**src/rtl/cpu_pipe_pkg.sv**
```systemverilog
// cpu_pipe_pkg: shared state encoding, control-bundle layout and stage widths for pipeline registers
package cpu_pipe_pkg;

    typedef enum logic [1:0] {
        ST_EMPTY = 2'd0,
        ST_BUSY  = 2'd1,
        ST_FULL  = 2'd2
    } state_e;

    localparam int CTRL_REGWRITE = 0;
    localparam int CTRL_MEMTOREG = 1;
    localparam int CTRL_MEMREAD  = 2;
    localparam int CTRL_MEMWRITE = 3;
    localparam int CTRL_BRANCH   = 4;
    localparam int CTRL_BRTYPE   = 5;
    localparam int CTRL_JUMP     = 6;

    localparam int STAGE_CTRL_W  = 8;
    localparam int STAGE_DATA_W  = 128;
    localparam int IFID_DATA_W   = 64;
    localparam int IDEX_DATA_W   = 128;
    localparam int EXMEM_DATA_W  = 128;
    localparam int MEMWB_DATA_W  = 80;

    // Occupancy is simply the number of entries whose valid bit is set.
    function automatic logic [1:0] occupancy(input logic main_v, input logic skid_v);
        return {1'b0, main_v} + {1'b0, skid_v};
    endfunction

endpackage

```
**src/rtl/pipe_entry_reg.sv**
```systemverilog
// pipe_entry_reg: one valid+ctrl+data holding register with load enable and valid clear
module pipe_entry_reg
    import cpu_pipe_pkg::*;
#(
    parameter int CTRL_W = STAGE_CTRL_W,
    parameter int DATA_W = STAGE_DATA_W
) (
    input  logic              clk_i,
    input  logic              rst_i,
    input  logic              ld_i,
    input  logic              clr_i,
    input  logic [CTRL_W-1:0] ctrl_i,
    input  logic [DATA_W-1:0] data_i,
    output logic              valid_o,
    output logic [CTRL_W-1:0] ctrl_o,
    output logic [DATA_W-1:0] data_o
);

    logic              valid_q;
    logic [CTRL_W-1:0] ctrl_q;
    logic [DATA_W-1:0] data_q;

    // Clear wins over load; payload only moves on load so stale data is held, never cleared.
    always_ff @(posedge clk_i or posedge rst_i) begin
        if (rst_i) begin
            valid_q <= 1'b0;
            ctrl_q  <= '0;
            data_q  <= '0;
        end else begin
            valid_q <= clr_i ? 1'b0 : (ld_i ? 1'b1 : valid_q);
            if (ld_i) begin
                ctrl_q <= ctrl_i;
                data_q <= data_i;
            end
        end
    end

    assign valid_o = valid_q;
    assign ctrl_o  = ctrl_q;
    assign data_o  = data_q;

endmodule

```
**src/rtl/pipe_stage_reg.sv**
```systemverilog
// pipe_stage_reg: valid/ready pipeline stage register with flush, bubble gating and optional skid entry
module pipe_stage_reg
    import cpu_pipe_pkg::*;
#(
    parameter int CTRL_W = STAGE_CTRL_W,
    parameter int DATA_W = STAGE_DATA_W,
    parameter int SKID   = 1
) (
    input  logic              clk_i,
    input  logic              rst_i,
    input  logic              in_valid_i,
    output logic              in_ready_o,
    input  logic [CTRL_W-1:0] in_ctrl_i,
    input  logic [DATA_W-1:0] in_data_i,
    input  logic              flush_i,
    output logic              out_valid_o,
    input  logic              out_ready_i,
    output logic [CTRL_W-1:0] out_ctrl_o,
    output logic [DATA_W-1:0] out_data_o,
    output logic [1:0]        count_o
);

    state_e            state_q, state_d;
    logic              in_rdy_q;
    logic              in_xfer, out_xfer;
    logic              main_ld, main_clr, skid_ld, skid_clr;
    logic              main_v, skid_v;
    logic [CTRL_W-1:0] main_c, skid_c, main_in_c;
    logic [DATA_W-1:0] main_d, skid_d, main_in_d;

    assign in_xfer    = in_valid_i & in_ready_o;
    assign out_xfer   = main_v & out_ready_i;
    // in_rdy_q holds ready low through reset; with a skid entry it is the whole ready term.
    assign in_ready_o = (SKID != 0) ? in_rdy_q : in_rdy_q & (~main_v | out_ready_i);

    // State register plus registered ready (low in FULL, and low until the first edge after reset).
    always_ff @(posedge clk_i or posedge rst_i) begin
        if (rst_i) begin
            state_q  <= ST_EMPTY;
            in_rdy_q <= 1'b0;
        end else begin
            state_q  <= state_d;
            in_rdy_q <= state_d != ST_FULL;
        end
    end

    // Next state: flush dominates, FULL only reachable when a skid entry exists.
    always_comb begin
        state_d = state_q;
        if (flush_i)
            state_d = ST_EMPTY;
        else if (state_q == ST_EMPTY)
            state_d = in_xfer ? ST_BUSY : ST_EMPTY;
        else if (state_q == ST_BUSY)
            state_d = (in_xfer & ~out_xfer & (SKID != 0)) ? ST_FULL :
                      (~in_xfer & out_xfer) ? ST_EMPTY : ST_BUSY;
        else
            state_d = out_xfer ? ST_BUSY : ST_FULL;
    end

    // Entry controls: main always holds the oldest entry, skid refills main when it drains.
    always_comb begin
        main_ld   = ~flush_i & (((state_q == ST_EMPTY) & in_xfer) |
                                ((state_q == ST_BUSY) & in_xfer & out_xfer) |
                                ((state_q == ST_FULL) & out_xfer));
        main_clr  = flush_i | ((state_q == ST_BUSY) & out_xfer & ~in_xfer);
        skid_ld   = (SKID != 0) & ~flush_i & (state_q == ST_BUSY) & in_xfer & ~out_xfer;
        skid_clr  = flush_i | ((state_q == ST_FULL) & out_xfer);
        main_in_c = (state_q == ST_FULL) ? skid_c : in_ctrl_i;
        main_in_d = (state_q == ST_FULL) ? skid_d : in_data_i;
    end

    pipe_entry_reg #(.CTRL_W(CTRL_W), .DATA_W(DATA_W)) u_main (
        .clk_i   (clk_i),
        .rst_i   (rst_i),
        .ld_i    (main_ld),
        .clr_i   (main_clr),
        .ctrl_i  (main_in_c),
        .data_i  (main_in_d),
        .valid_o (main_v),
        .ctrl_o  (main_c),
        .data_o  (main_d)
    );

    pipe_entry_reg #(.CTRL_W(CTRL_W), .DATA_W(DATA_W)) u_skid (
        .clk_i   (clk_i),
        .rst_i   (rst_i),
        .ld_i    (skid_ld),
        .clr_i   (skid_clr),
        .ctrl_i  (in_ctrl_i),
        .data_i  (in_data_i),
        .valid_o (skid_v),
        .ctrl_o  (skid_c),
        .data_o  (skid_d)
    );

    assign out_valid_o = main_v;
    assign out_ctrl_o  = main_v ? main_c : '0;
    assign out_data_o  = main_d;
    assign count_o     = occupancy(main_v, skid_v);

endmodule

```
**config.mk**
```make
export PLATFORM = sky130hd
export DESIGN_NAME = pipe_stage_reg
export DESIGN_NICKNAME = d
export VERILOG_FILES = /design/src/rtl/cpu_pipe_pkg.sv /design/src/rtl/pipe_entry_reg.sv /design/src/rtl/pipe_stage_reg.sv
export SDC_FILE = /design/constraint.sdc
export NUM_CORES = 1
export LEC_CHECK = 0
export BUFFER_PORTS_ARGS = -buffer_cell sky130_fd_sc_hd__buf_2
export CAP_MARGIN = 10
export CORE_MARGIN = 3
export CORE_UTILIZATION = 60
export CTS_BUF_LIST = sky130_fd_sc_hd__clkbuf_4
export DETAILED_ROUTE_END_ITERATION = 10
export GPL_TIMING_DRIVEN = 0
export PLACE_DENSITY = 0.95
export SYNTH_ARGS = -nofsm -noshare
export SYNTH_HDL_FRONTEND = slang
export SYNTH_SLANG_ARGS = --single-unit
export TNS_END_PERCENT = 20
```
**constraint.sdc**
```tcl
create_clock -name clk_i -period 13.9 [get_ports clk_i]
set_input_delay 1.39 -clock clk_i [delete_from_list [all_inputs] [get_ports clk_i]]
set_output_delay 1.39 -clock clk_i [all_outputs]
set_load 0.02 [all_outputs]
```
==> results of run 1 <==
-- layout make-up --
| type | count | area (um2) |
|---|---|---|
| inverter | 2 | 15.0 |
| antenna | 2 | 5.00 |
| sequential | 277 | 6930 |
| timing repair buffer | 282 | 1460 |
| tap | 265 | 332 |
| buffer | 46 | 267 |
| clock buffer | 107 | 803 |
| fill | 1144 | 4800 |
| clock inverter | 17 | 146 |
| multi-input combinational | 443 | 4960 |
-- power by group through the flow --
stage / Clock (mW) / Combinational [mW] / Sequential (mW)
after floorplan: 0 / 0.431 / 1.45
after global placement: 0 / 0.847 / 1.29
after detailed placement: 0 / 0.884 / 1.32
after CTS: 0.749 / 0.892 / 1.31
after global routing: 0.793 / 0.941 / 1.35
final: 0.729 / 0.880 / 1.31
-- metrics by stage --
stage                     utilization (%)  cells  hold WS (ps)  setup slack [ps]  cell area, um2
final                                75.7   1441           498             10410           14900
after global routing                 75.7   1441           510             10260           14900
after CTS                            75.6   1439           501             10330           14900
after detailed placement             70.8   1315           487             10530           14000
after global placement               70.5   1313           480              2040           13900
after floorplan                         -    768           473              4870           12200
-- sequential cells by signal, indices dropped and copies added, names as in the netlist --
name / cells
in_ready_o: 1
u_skid.valid_o: 1
u_skid.data_o: 128
u_main.ctrl_o: 8
u_main.data_o: 128
u_skid.ctrl_o: 8
state_q: 2
u_main.valid_o: 1
-- worst max-delay path by stage --
stage	start	endpoint
6_report	u_main.valid_o	out_ctrl_o[3]
2_1_floorplan	rst_i	in_ready_o
3_3_place_gp	rst_i	u_main.data_o[92]
3_5_place_dp	in_valid_i	u_skid.data_o[83]
5_1_grt	u_main.valid_o	out_ctrl_o[3]
4_1_cts	u_main.valid_o	out_ctrl_o[3]
-- kinds of logic after synthesis --
| family | after synthesis | synth area share [%] |
|---|---|---|
| flip-flops | 277 | 57.0 |
| adder cells (fa/ha/maj) | 1 | 0.103 |
| AND/OR/NAND/NOR | 24 | 1.20 |
| multiplexers | 408 | 39.0 |
| buffers and inverters | 48 | 2.25 |
| AO/OA/AOI/OAI | 10 | 0.494 |
-- cell usage after synthesis --
cell type | n | area [um2]
nor3_1 | 2 | 10.0
buf_2 | 27 | 135
nor2_1 | 2 | 7.51
buf_6 | 8 | 90.1
nand2_1 | 3 | 11.3
and2_1 | 10 | 62.6
clkbuf_1 | 10 | 37.5
a31oi_1 | 1 | 6.26
and3b_1 | 1 | 8.76
dfrtp_1 | 277 | 6930
ha_1 | 1 | 12.5
nor4bb_1 | 1 | 10.0
buf_1 | 1 | 3.75
a21oi_1 | 6 | 30.0
mux2_4 | 40 | 601
nand2b_1 | 2 | 12.5
nand3b_1 | 1 | 7.51
nor2b_1 | 1 | 6.26
o221a_1 | 1 | 11.3
inv_1 | 2 | 7.51
o21bai_1 | 1 | 7.51
o21ai_0 | 1 | 5.00
and4b_1 | 1 | 10.0
mux2_2 | 368 | 4140
-- cells in the final DEF (no fill, tap or decap), types with 2 or more instances in the layout --
| cell type | netlist | layout |
|---|---|---|
| clkinv_1 | 0 | 12 |
| clkbuf_1 | 10 | 10 |
| and2_1 | 10 | 10 |
| mux2_2 | 368 | 368 |
| buf_2 | 27 | 307 |
| nor2_1 | 2 | 2 |
| buf_6 | 8 | 8 |
| mux2_4 | 40 | 40 |
| a21oi_1 | 6 | 6 |
| buf_16 | 0 | 2 |
| nand2_1 | 3 | 3 |
| dfrtp_1 | 277 | 277 |
| bufinv_16 | 0 | 3 |
| clkbuf_4 | 0 | 107 |
| nor3_1 | 2 | 2 |
| nand2b_1 | 2 | 2 |
| diode_2 | 0 | 2 |
-- per-layer routing --
metal | part of all wire, % | GRT usage [%] | vias to the layer above
li1 | - | - | 3540
met1 | 38 | 29.5 | 3876
met2 | 51 | 45.6 | 289
met3 | 8.4 | 9.23 | 55
met4 | 2.4 | 9.47 | 4
met5 | 0.095 | 0 | -
==> results.ini, run 1 <==
[power_and_ir_drop]
total_power_mw=2.92
vdd_ir_drop_max_v=0.000137
switchingPower_mw=0.937
pwr-share-clk_pct=24.9
power.density_nw_per_um2=196
p_leak_nw=7.07
sequentialPowerShare_pct=45.0
p_comb_share_pct=30.1
p_int_mw=1.99
p_sw_share_pct=32.1

[setup_path]
reg2reg_to=u_skid.data_o[94]
r2r_setup_slack_ps=11550
crit_arrival_ps=2100
rr_worst_depth=5
slowest_delay_ps=530
crit_family=buffers and inverters
slowest_stage=dfrtp_1
crit_fanout=10
startpoint_type=flop
path_class=flop to primary output
cp_data_required_time_ps=12510
r2r-start=u_main.valid_o
cp-end-kind=primary output
path_depth=3
worstPathCellList=clkbuf_1, and2_1, buf_2
crit_buf_inv=2

[floorplan]
die_h_um=148
ios=281
rows=51
core_um2=19700
die_x_um=148
die_area_um2=22000
start_util_pct=61.7

[cts]
insertion_delay_ps=670
clk_pin_slew_ps=60
clock_path_buffers=3
cts_tree=done
cts_made_buffers=72
numClockSinks=277
hold_buffers=0
ctsResizeCount=0
root_buffer=clkbuf_4
cts_max_level=3
post_cts_buffers=0

[finish]
drive_gt1_share_pct=71.4
syn2layout_area_growth_pct=22.6
nets=1266

[detailed_routing]
firstDrtPassIters=4
ant_nets=0
vias=7764
drc=0
avgRoutedWirePerCell_um=19.7
drt_wl_total_um=28300
drt_iter0_markers=223
drt-vias-per-instance=5.39

[timing]
tightestPinTransition_ps=762
slew_viol_final=0
relSlewSlack_pct=49.2
clock.fmax_mhz=287
setup_viol=0
period_share_pct=25.1
rsz0062_at_grt=no
hold_viol_final=0
tns_ps=0
min_period_ps=3490
fin_skew_ps=51.2

[yosys]
yosysWarnings=0
ys_ff_latch=277
synth_cell_types=24
syn_area_um2=12200
syn_area_per_cell_um2=15.8
yosysSeqAreaShare_pct=57.0
synthCells=768
syn_nets=910

[status]
outcome=finished clean

[placed_design]
io_buffers=280
dpl.hpwl_um=19700
gp_congestion=0.739

[hold_path]
whs_path_depth=1
hold_end=u_skid.ctrl_o[2]
hp-start=u_skid.ctrl_o[2]
hold_path.class=flop to flop

[global_route]
grt_overflow=0
grt_pass1_vias=8902
grt_max_degree=123
grt_pass1_wl_um=45800
grt_use_total_pct=26.0
antenna_found_initial=3

[job]
cap_viol_max_count=0

Power figures use the tool's default switching activity.
==> run 2: changes to the inputs <==
--- a/config.mk
+++ b/config.mk
@@ -8,11 +8,11 @@
 export BUFFER_PORTS_ARGS = -buffer_cell sky130_fd_sc_hd__buf_2
 export CAP_MARGIN = 10
 export CORE_MARGIN = 3
-export CORE_UTILIZATION = 60
+export CORE_UTILIZATION = 56
 export CTS_BUF_LIST = sky130_fd_sc_hd__clkbuf_4
 export DETAILED_ROUTE_END_ITERATION = 10
 export GPL_TIMING_DRIVEN = 0
-export PLACE_DENSITY = 0.95
+export PLACE_DENSITY = 0.89
 export SYNTH_ARGS = -nofsm -noshare
 export SYNTH_HDL_FRONTEND = slang
 export SYNTH_SLANG_ARGS = --single-unit
==> constraint.sdc (replaced) <==
create_clock -name clk_i -period 3.44 [get_ports clk_i]
set_input_delay 0.344 -clock clk_i [delete_from_list [all_inputs] [get_ports clk_i]]
set_output_delay 0.344 -clock clk_i [all_outputs]
set_load 0.02 [all_outputs]
==> results.ini, run 2 (synthesis results as in run 1) <==
[finish]
syn2layout_area_growth_pct=34.4
nets=1410  ; +11%
multi_input_area_um2=4960  ; unchanged
ff_latch_area_um2=6930  ; unchanged
stdcell_count=1588  ; +10%
final_util_pct=77.3  ; +1.7 points
fill_cells=1131  ; -1.1%
final_common_cell=mux2_2
mostFrequentLayoutCells=368 x mux2_2, 307 x buf_2, 277 x dfrtp_1
drive_gt1_share_pct=64.0  ; -7.4 points
design_area_um2=16400  ; +9.6%

[power_and_ir_drop]
p_comb_share_pct=31.5  ; +1.4 points
p_leak_nw=7.66  ; +8.3%
sequentialPowerShare_pct=44.9  ; about the same
power.density_nw_per_um2=726  ; +270%
vdd_ir_drop_max_v=0.000519  ; +280%
p_sw_share_pct=32.7  ; +0.67 points
p_int_mw=7.98  ; +300%
switchingPower_mw=3.88  ; +310%
pwr-share-clk_pct=23.6  ; -1.3 points

[cts]
clk_pin_slew_ps=60  ; about the same
hold_buffers=139  ; +139
ctsResizeCount=0  ; unchanged
insertion_delay_ps=630  ; -40 ps
cts_tree=done
cts_made_buffers=71  ; -1.4%
root_buffer=clkbuf_4
numClockSinks=277  ; unchanged
cts_max_level=3  ; unchanged
post_cts_buffers=0  ; unchanged
clock_path_buffers=3  ; unchanged

[setup_path]
crit_family=buffers and inverters
rr_worst_depth=6  ; +1
path_class=flop to primary output
startpoint_type=flop
r2r_setup_slack_ps=1130  ; -10420 ps
cp_data_required_time_ps=3100  ; -9410 ps
cp-end-kind=primary output
slowest_delay_ps=530  ; about the same
slowest_stage=clkbuf_1
r2r-start=state_q[1]
crit_buf_inv=2  ; unchanged
reg2reg_to=u_skid.data_o[79]
crit_fanout=10  ; unchanged
worstPathCellList=clkbuf_1, and2_1, buf_2
crit_arrival_ps=2050  ; -50 ps

[timing]
period_share_pct=69.6
whs_ps=168  ; -330 ps
tns_ps=0  ; unchanged
tightestPinTransition_ps=852  ; +89.7 ps
clock.fmax_mhz=418
setup_viol=0  ; unchanged
fin_skew_ps=45.1  ; -6.12 ps
relSlewSlack_pct=43.2  ; -6.0 points
slew_viol_final=0  ; unchanged
min_period_ps=2390
hold_viol_final=0  ; unchanged
rsz0062_at_grt=no

[placed_design]
gp_congestion=0.810  ; +9.7%
dpl.hpwl_um=19500  ; -1.1%
io_buffers=280  ; unchanged
placed_cell_area_um2=14100  ; +0.87%
dp_cells=1331  ; +1.2%

[global_route]
grt_use_total_pct=26.5  ; +0.45 points
grt_max_degree=42  ; -66%
grt_pass1_vias=9561  ; +7.4%
antenna_found_initial=1  ; -2
grt_overflow=0  ; unchanged
grt_pass1_wl_um=50200  ; +9.6%

[detailed_routing]
ant_nets=0  ; unchanged
drt_wl_total_um=31200  ; +10%
drt-vias-per-instance=5.30  ; -1.7%
drt_iter0_markers=302  ; +35%
avgRoutedWirePerCell_um=19.6  ; -0.23%
vias=8411  ; +8.3%
drc=0  ; unchanged
firstDrtPassIters=4  ; unchanged

[floorplan]
ios=281  ; unchanged
die_x_um=153  ; +3.4%
die_area_um2=23500  ; +6.9%
core_um2=21200  ; +7.3%
die_h_um=153  ; +3.4%
rows=53  ; +3.9%
start_util_pct=57.5  ; -4.2 points

[job]
cap_viol_max_count=0  ; unchanged

[hold_path]
whs_path_depth=4  ; +3
hold_path.class=input pin to flop
hold_end=state_q[0]
hp-start=in_valid_i

[status]
outcome=finished clean

run 2: changes by cell type in the layout (fill, tap and decap cells not counted), sizes merged:
cell	delta
inv	-1
clkinv	-1
buf	+6
bufinv	-1
clkinvlp	+2
clkbuf	-7
dlygate4sd3	+139
run 2: worst reg2reg max path: cells and delay by family, from the launching register on:
family,cells,cell delay [ps]
buf+inv,3,840
flops,1,350
mux,1,390
simple gates,2,630
run 2: worst max path at each step:
stage                         startpoint            endpoint  slack [ps]  cells after the start
after global placement             rst_i   u_main.data_o[61]       -2170                      2
final                     u_main.valid_o       out_ctrl_o[5]        1050                      3
after global routing      u_main.valid_o       out_ctrl_o[7]         890                      3
after CTS                 u_main.valid_o       out_ctrl_o[5]         940                      3
after floorplan                    rst_i          in_ready_o        -570                      1
after detailed placement      in_valid_i  u_skid.data_o[109]        1100                      6
run 2: power groups by stage:
stage	Sequential [mW]	Combinational (mW)	Clock [mW]
floorplan	5.88	1.74	0
global placement	5.21	3.43	0
detailed placement	5.30	3.57	0
global route	5.46	3.98	3.04
finish	5.33	3.74	2.80
CTS	5.25	3.71	2.85
run 2: per-stage QoR:
step	power [mW]	setup WS, ps
after detailed placement	8.87	1100
after CTS	11.8	936
after global placement	8.64	-2170
final	11.9	1050
after global routing	12.5	892
after floorplan	7.62	-569
run 2: layer usage:
layer / track usage (%) / part of all wire (%) / vias to the layer above
met1: 30.7 / 39 / 4222
met4: 9.88 / 2.9 / 0
met5: 0 / 0 / -
met3: 7.36 / 6.7 / 78
li1: - / - / 3802
met2: 46.9 / 52 / 309
run 2: cell type report:
| class | count | share of cell area, % |
|---|---|---|
| multi-input cells | 443 | 30.3 |
| inverters | 2 | 0.0688 |
| clock inverters | 16 | 0.750 |
| clock buffers | 100 | 4.59 |
| flip-flops and latches | 277 | 42.4 |
| well taps | 275 | 2.10 |
| diodes | 2 | 0.0306 |
| repair buffers | 427 | 18.1 |
| plain buffers | 46 | 1.63 |
